<file path="src/rtl/mem_loader.sv">
`default_nettype none
// ============================================================================
// Module      : mem_loader
// Description : Framed byte stream to 32-bit word RAM writer (LEN/ADR/DATA
//               blocks, LEN=0 terminates). Define CHECKSUM_EN to add a
//               per-block 32-bit additive checksum field.
// Revision    : 1.0 - initial release
// ============================================================================
module mem_loader #(
    parameter int AW = 9
) (
    input  logic          clk,
    input  logic          rst,
    input  logic          rx_valid,
    input  logic [7:0]    rx_data,
    output logic          rx_ready,
    output logic          mem_we,
    output logic [AW-1:0] mem_adr,
    output logic [31:0]   mem_wdata,
    input  logic          mem_ready,
    output logic          busy,
    output logic          done,
    output logic          err
);

    typedef enum logic [2:0] {
        S_LEN   = 3'd0,
        S_ADR   = 3'd1,
        S_DATA  = 3'd2,
        S_WRITE = 3'd3,
        S_CSUM  = 3'd4,
        S_DONE  = 3'd5,
        S_ERR   = 3'd6
    } state_t;

`ifdef CHECKSUM_EN
    localparam state_t c_BLK_END = S_CSUM;
`else
    localparam state_t c_BLK_END = S_LEN;
`endif
    localparam logic [AW-1:0] c_ADR_ONE = {{(AW-1){1'b0}}, 1'b1};

    state_t      r_state;
    state_t      w_next;
    logic [1:0]  r_bcnt;
    logic [23:0] r_field;
    logic [31:0] r_len;
    logic        r_busy;
    logic        w_accept;
    logic        w_last;
    logic [31:0] w_word;
`ifdef CHECKSUM_EN
    logic [31:0] r_csum;
`endif

    // Final byte of a field is combined directly with the three stored ones
    assign w_accept = rx_valid & rx_ready;
    assign w_last   = w_accept && (r_bcnt == 2'd3);
    assign w_word   = {rx_data, r_field};

    assign rx_ready = rst && ((r_state == S_LEN) || (r_state == S_ADR) ||
                              (r_state == S_DATA) || (r_state == S_CSUM));
    assign mem_we   = (r_state == S_WRITE);
    assign done     = (r_state == S_DONE);
    assign busy     = r_busy;
`ifdef CHECKSUM_EN
    assign err      = (r_state == S_ERR);
`else
    assign err      = 1'b0;
`endif

    always_ff @(posedge clk or negedge rst) begin
        if (!rst) r_state <= S_LEN;
        else      r_state <= w_next;
    end

    always_comb begin
        w_next = r_state;
        case (r_state)
            S_LEN:   if (w_last) w_next = (w_word == 32'd0) ? S_DONE : S_ADR;
            S_ADR:   if (w_last) w_next = S_DATA;
            S_DATA:  if (w_last) w_next = S_WRITE;
            S_WRITE: if (mem_ready) w_next = (r_len == 32'd1) ? c_BLK_END : S_DATA;
`ifdef CHECKSUM_EN
            S_CSUM:  if (w_last) w_next = (w_word == r_csum) ? S_LEN : S_ERR;
`endif
            default: w_next = r_state;
        endcase
    end

    always_ff @(posedge clk or negedge rst) begin
        if (!rst) begin
            r_bcnt    <= 2'd0;
            r_field   <= 24'd0;
            r_len     <= 32'd0;
            r_busy    <= 1'b0;
            mem_adr   <= '0;
            mem_wdata <= 32'd0;
`ifdef CHECKSUM_EN
            r_csum    <= 32'd0;
`endif
        end else begin
            if (w_accept) begin
                r_bcnt <= r_bcnt + 2'd1;
                case (r_bcnt)
                    2'd0:    r_field[7:0]   <= rx_data;
                    2'd1:    r_field[15:8]  <= rx_data;
                    2'd2:    r_field[23:16] <= rx_data;
                    default: r_field        <= r_field;
                endcase
            end
            if (w_last) begin
                case (r_state)
                    S_LEN: begin
                        r_len <= w_word;
`ifdef CHECKSUM_EN
                        r_csum <= 32'd0;
`endif
                    end
                    S_ADR:  mem_adr <= w_word[AW-1:0];
                    S_DATA: begin
                        mem_wdata <= w_word;
`ifdef CHECKSUM_EN
                        r_csum <= r_csum + w_word;
`endif
                    end
                    default: ;
                endcase
            end
            if ((r_state == S_WRITE) && mem_ready) begin
                mem_adr <= mem_adr + c_ADR_ONE;
                r_len   <= r_len - 32'd1;
            end
            // Busy stays up between blocks and drops only on a terminal state
            if ((w_next == S_DONE) || (w_next == S_ERR)) r_busy <= 1'b0;
            else if (w_accept)                           r_busy <= 1'b1;
        end
    end

endmodule
`default_nettype wire

</file>
<file path="config.mk">
export PLATFORM = sky130hd
export DESIGN_NAME = mem_loader
export DESIGN_NICKNAME = d
export VERILOG_FILES = /design/src/rtl/mem_loader.sv
export SDC_FILE = /design/constraint.sdc
export NUM_CORES = 1
export LEC_CHECK = 0
export ABC_AREA = 1
export ABC_CLOCK_PERIOD_IN_PS = 1850
export CAP_MARGIN = 20
export CORE_ASPECT_RATIO = 0.75
export CORE_MARGIN = 4
export CORE_UTILIZATION = 51
export DETAILED_ROUTE_END_ITERATION = 7
export PLACE_DENSITY_LB_ADDON = 0.2
export SLEW_MARGIN = 20
export SYNTH_ARGS = -nofsm -noshare
export SYNTH_HDL_FRONTEND = slang
export SYNTH_SLANG_ARGS = --single-unit
</file>
<file path="constraint.sdc">
create_clock -name clk -period 1.85 [get_ports clk]
set_input_delay 0.555 -clock clk [delete_from_list [all_inputs] [get_ports clk]]
set_output_delay 0.555 -clock clk [all_outputs]
set_load 0.02 [all_outputs]
</file>
# After elaboration in Yosys (flattened, before gate mapping)
# Cells that the tools add are included.
[classes] add_sub_neg=3 n_eq_ne=11 n_mux=15 n_bitwise=1 n_reduce_logical=20
[op_table] operator="$mux W32" count=3
[op_table] operator="$eq A32 B1 Y1 const B" count=1
[op_table] operator="$logic_not A32 Y1" count=1
[op_table] operator="$sub A32 B1 Y32 const B" count=1
[op_table] operator="$mux W9" count=3
[op_table] operator="$mux W3" count=5
[op_table] operator="$eq A3 B3 Y1 const B" count=4
[op_table] operator="$pmux W3 S4" count=1
[op_table] operator="$reduce_and A2 Y1" count=6
[op_table] operator="$add A9 B1 Y9 const B" count=1
[op_table] operator="$reduce_bool A2 Y1" count=4
[op_table] operator="$eq A3 B2 Y1 const B" count=2
[op_table] operator="$eq A2 B2 Y1 const B" count=2
[op_table] operator="$logic_or A1 B1 Y1" count=4
[op_table] operator="$eq A3 B1 Y1 const B" count=1
[op_table] operator="$logic_and A1 B1 Y1" count=3
[op_table] operator="$logic_not A3 Y1" count=1
[op_table] operator="$add A2 B1 Y2 const B" count=1
[op_table] operator="$eq A2 B1 Y1 const B" count=1
[op_table] operator="$logic_not A2 Y1" count=1
[op_table] operator="$mux W1" count=2
[op_table] operator="$mux W2" count=1
[op_table] operator="$and A1 B1 Y1" count=1
[totals] register_bits=103 inputBits=12 out_inout_bits=46

# Depth between registers and ports, before layout
[depth] word_depth=12 ltp_mapped=11 depth_no_buf=11

# Worst setup path before layout
# Ideal clock, no wire load.
[synth_path] path_type="register -> register" start="register r_state[2]" end="register r_len[8]" setup_time_ns=0.135 arrival_time_ns=1.458 required_ns=1.715 slack_ns=0.257 stages_incl_launch_ff=8 cell_sequence="dfrtp_1 > nor2_1 > nand2_1 > a21oi_4 > nand4_4 > buf_2 > o211ai_1 > o211ai_1"
[synth_between] elab_chain_len=9 elab_cells_between_ends=16 cone_classes="eq/ne: 4; mux: 1; bitwise: 1; reduce/logical: 10"
[synth_rtl] item="start: declaration" line="43" source="state_t r_state;"
[synth_rtl] item="start signal: assignment" line="74" source="else r_state <= w_next;"
[synth_rtl] item="$eq A3 B1 Y1 or $logic_not A3 Y1 (tied branches)" line="61" source="assign rx_ready = rst && ((r_state == S_LEN) || (r_state == S_ADR) ||"
[synth_rtl] item="$logic_or A1 B1 Y1 (2 in a row)" line="61"
[synth_rtl] item="$logic_or A1 B1 Y1 (*)" line="62" source="(r_state == S_DATA) || (r_state == S_CSUM));"
[synth_rtl] item="$logic_and A1 B1 Y1 (*)" line="61"
[synth_rtl] item="net rx_ready" line="16" source="output logic rx_ready,"
[synth_rtl] item="$and A1 B1 Y1 (*)" line="57" source="assign w_accept = rx_valid & rx_ready;"
[synth_rtl] item="$logic_and A1 B1 Y1 (*)" line="58" source="assign w_last = w_accept && (r_bcnt == 2'd3);"
[synth_rtl] item="$reduce_bool A2 Y1 (no line) (*)"
[synth_rtl] item="$reduce_and A2 Y1 (no line) (*)"
[synth_rtl] item="end signal: assignment" line="115" source="r_len <= w_word;"
[synth_rtl] item="end signal: assignment" line="132" source="r_len <= r_len - 32'd1;"
[synth_rtl] item="end: declaration" line="47" source="logic [31:0] r_len;"
# Mark *: on every way through the listed nets, which the timed path passes. The rest lies on a longest branch.
# A chain may end at the register's enable or synchronous reset.

# Worst setup path after layout
[layout_path] start="register r_state[2]" end="output rx_ready"
[layout_between] elab_chain_len=5 elab_cells_between_ends=8 cone_classes="eq/ne: 3; reduce/logical: 5"
[layout_rtl] item="$eq A3 B1 Y1 or $logic_not A3 Y1 (tied branches)" line="61"
[layout_rtl] item="$logic_or A1 B1 Y1 (2 in a row)" line="61"
[layout_rtl] item="$logic_or A1 B1 Y1 (*)" line="62"
[layout_rtl] item="$logic_and A1 B1 Y1 (*)" line="61"
[layout_rtl] item="end: declaration" line="16"
# Every way passes the cells marked *; elsewhere a longest branch is shown, timed or not.

==> metrics.md <==
| Metric | Value |
|---|---|
| Compound-gate portion of the synthesized area | 14.4% |
| Initial Util | between 50% and 60% |
| Worst slew pin tran | between 0.5 and 0.6 ns |
| Initial antenna violation count | 0 |
| Via Count | 5,142 |
| Routed len/inst | 16.6 um |
| Crit end category | output port |
| CP Class | reg -> out |
| Number of global-route vias before repair | roughly 5,000 |
| Worst-path cell chain | nor2_1 > nand2_2 > a21oi_4 > buf_6 |
| Worst-path clk slew | ~0.080 ns |
| Hold Crit Class | in -> async |
| Crit path time final | approximately 1.8 ns |
| Maximum vdd drop | 0.000522 V |
| Area grow syn2layout | 28.6% |
| Die height | approximately 97 um |
| # setup viols final | 0 |
| Post-synthesis sequential area ratio | 47.5% |
| Area of the multi-input gates | 2440 sq um |
| Number of buffers added on ports | between 50 and 60 |
| Clk root buf | clkbuf_16 |
| Yosys top cell area share | a little under half |
| Seq cells post-synth | between 100 and 150 |
| Hold WS | approximately 0.17 ns |
| CTS tree | built |
| Yosys warns | 0 |
| XOR/XNOR share of the synthesized area | 2.10% |
| Post-Synthesis Cells | approximately 690 |
| H-tree levels | 3 |
| Part of the cycle the worst path needs | between 90% and 100% |
| Max-cap violations | 0 |
| Num CTS Buffers | 9 |
| Register Area | between 2000 and 3000 sq um |
| Syn Nets | slightly above 700 |
| Mux cell area share after synthesis | 0.208% |
| Final Max Slew Viols | 0 |
| DRT Pass-1 Iters | 5 |
| Top post-synthesis cells by area | dfrtp_1 (48%), nand2_1 (11%), o21ai_0 (7.1%), nor2_1 (6.0%), inv_1 (5.8%) |
| Die W | 127 um |
| First-pass GRT wire length | roughly 25,000 um |
| RSZ-0062 raised after global routing | yes |
| Drt total wl | ~16,000 um |
| Final hold viol count | 0 |
| I/O Pins | 58 |
| FILL cells | 850 |
| Cell variety after synth | 38 |
| Status | completed |
| LEAKAGE | 3.53 nW |
| Core area | slightly above 10,000 sq um |
| Cell Pwr Density | between 600 and 700 nW/um^2 |
| Crit path launch type | register |
| # hold bufs at CTS | 0 |
| DIE AREA | ~12,000 sq um |
| Synth area leader | dfrtp_1 |
| Residual DRC | 0 |
| Worst endpoint data arrival time | around 1.3 ns |
| WP data required | about 1.3 ns |
| Max Root-Sink Buffers | 2 |
| Sink Count | about 100 |
| CP Max Fanout | 4 |
| Total track usage | between 20% and 30% |
| Starting DRT DRC Count | 413 |
| Simple-Gate Fraction of Synth Area | about a quarter |
| Fmax | 0.543 GHz |
| Adder-Cell Fraction of Synth Area | ~1.6% |
| Skew-Pair Late Insertion Delay | about 0.35 ns |
| Max-slew headroom | 64.9% |
| Antenna viol nets, final | 0 |
| Largest family of logic cells by synthesized area | simple AND/OR/NAND/NOR gates |
| Final net count | 820 |
| Diodes inserted | 0 |
| Clock Skew | 0.00736 ns |
| Final HPWL DP | 11,600 um |
| Synth Cell Area | ~5400 sq um |
| Fraction of layout cells with a size suffix above 1 | 16.5% |
| Crit path largest cell delay | 0.42 ns |
| CP bufs+invs | 1 |
| Syn Area/Cell | around 7.9 sq um |
| Largest net degree at the start of global routing | 95 |
| Vias per cell | ~5.5 |
| Top delay family on crit path | flip-flops |
| Placer Congestion | between 0.9 and 1 |
| Crit path max-delay cell type | dfrtp_1 |
| Sum Neg Setup Slack | 0 ns |
| FP Rows | 32 |
| Grt total ovfl | 0 |
-- layout make-up --
class,instances,share of cell area [%]
timing repair buffer,124,16.3
tap,136,2.44
inverter,89,4.90
multi-input combinational,474,35.0
clock inverter,6,1.08
clock buffer,10,3.28
sequential,103,37.0
-- logic make-up after synthesis --
family | Yosys count
AND/OR/NAND/NOR | 314
AO/OA/AOI/OAI | 138
buffers and inverters | 110
flip-flops | 103
XOR/XNOR | 13
adder cells (fa/ha/maj) | 7
other | 1
multiplexers | 1
-- power breakdown --
group / internal, mW / switching [mW] / leakage (nW) / total, mW
sequential: 2.31 / 0.0535 / 1.27 / 2.36
combinational: 0.124 / 0.231 / 2.12 / 0.355
clock: 1.08 / 0.910 / 0.146 / 1.99
-- metrics by stage --
step	instances	instance area [sq um]	setup slack (ns)	power (mW)	utilization, %
final	942	6970	0.00818	4.70	67.5
after global routing	942	6970	-0.0612	4.87	67.5
after CTS	941	6860	-0.00321	4.72	66.4
after detailed placement	924	6600	-0.367	2.75	63.9
after global placement	924	6600	-0.303	2.74	63.9
after floorplan	687	5420	0.257	2.54	-
-- sequential cells by signal (all words and copies together), names as in the netlist --
signal,cells
mem_adr,9
mem_wdata,32
r_state,3
r_field,24
busy,1
r_bcnt,2
r_len,32
-- cell usage after synthesis, drive strengths merged --
| master | number |
|---|---|
| buf | 14 |
| clkbuf | 7 |
| nand3 | 33 |
| nand4 | 17 |
| a21oi | 10 |
| a211oi | 1 |
| nor2 | 96 |
| dfrtp | 103 |
| o221ai | 7 |
| ha | 7 |
| o21ai | 100 |
| mux2 | 1 |
| xnor2 | 2 |
| inv | 89 |
| nor3 | 5 |
| o211ai | 12 |
| o22ai | 1 |
| and3 | 1 |
| xor2 | 11 |
| a31oi | 4 |
| conb | 1 |
| nand2 | 161 |
| or2 | 1 |
| a22oi | 3 |
-- path summary, 6_finish.rpt --
kind / start / end / slack, ns / depth (start not counted)
max in group asynchronous: rst / r_len[31]$_DFFE_PN0P_ / 0.92 / 3
setup reg to reg: r_state[2]$_DFF_PN0_ / r_len[10]$_DFFE_PN0P_ / 0.04 / 10
hold reg to reg: mem_wdata[31]$_DFFE_PN0P_ / mem_wdata[31]$_DFFE_PN0P_ / 0.49 / 2
setup / recovery: r_state[2]$_DFF_PN0_ / rx_ready / 0.008 / 4
hold / removal: rst / mem_wdata[1]$_DFFE_PN0P_ / 0.17 / 2
min in group clk: mem_wdata[31]$_DFFE_PN0P_ / mem_wdata[31]$_DFFE_PN0P_ / 0.49 / 2
-- routing by layer --
layer  up-vias  routed length (um)  track usage [%]
li1       2453                   -                -
met1      2458                7150             38.4
met2       214                6950             37.9
met3        17                1330             5.71
met4         0                 157             5.03
met5         -                   0                0
-- placed cells by master (no fill, tap or decap), types with 4 or more instances in the layout --
| cell | netlist | routed |
|---|---|---|
| a21oi_1 | 9 | 9 |
| a31oi_1 | 4 | 4 |
| buf_12 | 0 | 8 |
| buf_4 | 6 | 56 |
| buf_6 | 3 | 8 |
| clkbuf_16 | 0 | 9 |
| clkdlybuf4s50_1 | 0 | 10 |
| dfrtp_1 | 103 | 101 |
| dlygate4sd2_1 | 0 | 42 |
| ha_1 | 7 | 6 |
| inv_1 | 84 | 83 |
| nand2_1 | 157 | 154 |
| nand2_2 | 2 | 5 |
| nand3_1 | 32 | 32 |
| nand4_1 | 15 | 15 |
| nor2_1 | 86 | 78 |
| nor2_2 | 5 | 10 |
| nor2_4 | 5 | 8 |
| o211ai_1 | 12 | 12 |
| o21ai_0 | 77 | 77 |
| o21ai_1 | 21 | 20 |
| o221ai_1 | 7 | 7 |
| xor2_1 | 11 | 11 |
-- what timing repair did --
action	CTS	global route
pin swaps	1	10
resized for setup	58	32
setup endpoints to repair	49	41
setup buffers	1	1
Note: power is estimated with default switching activity, not from simulation.
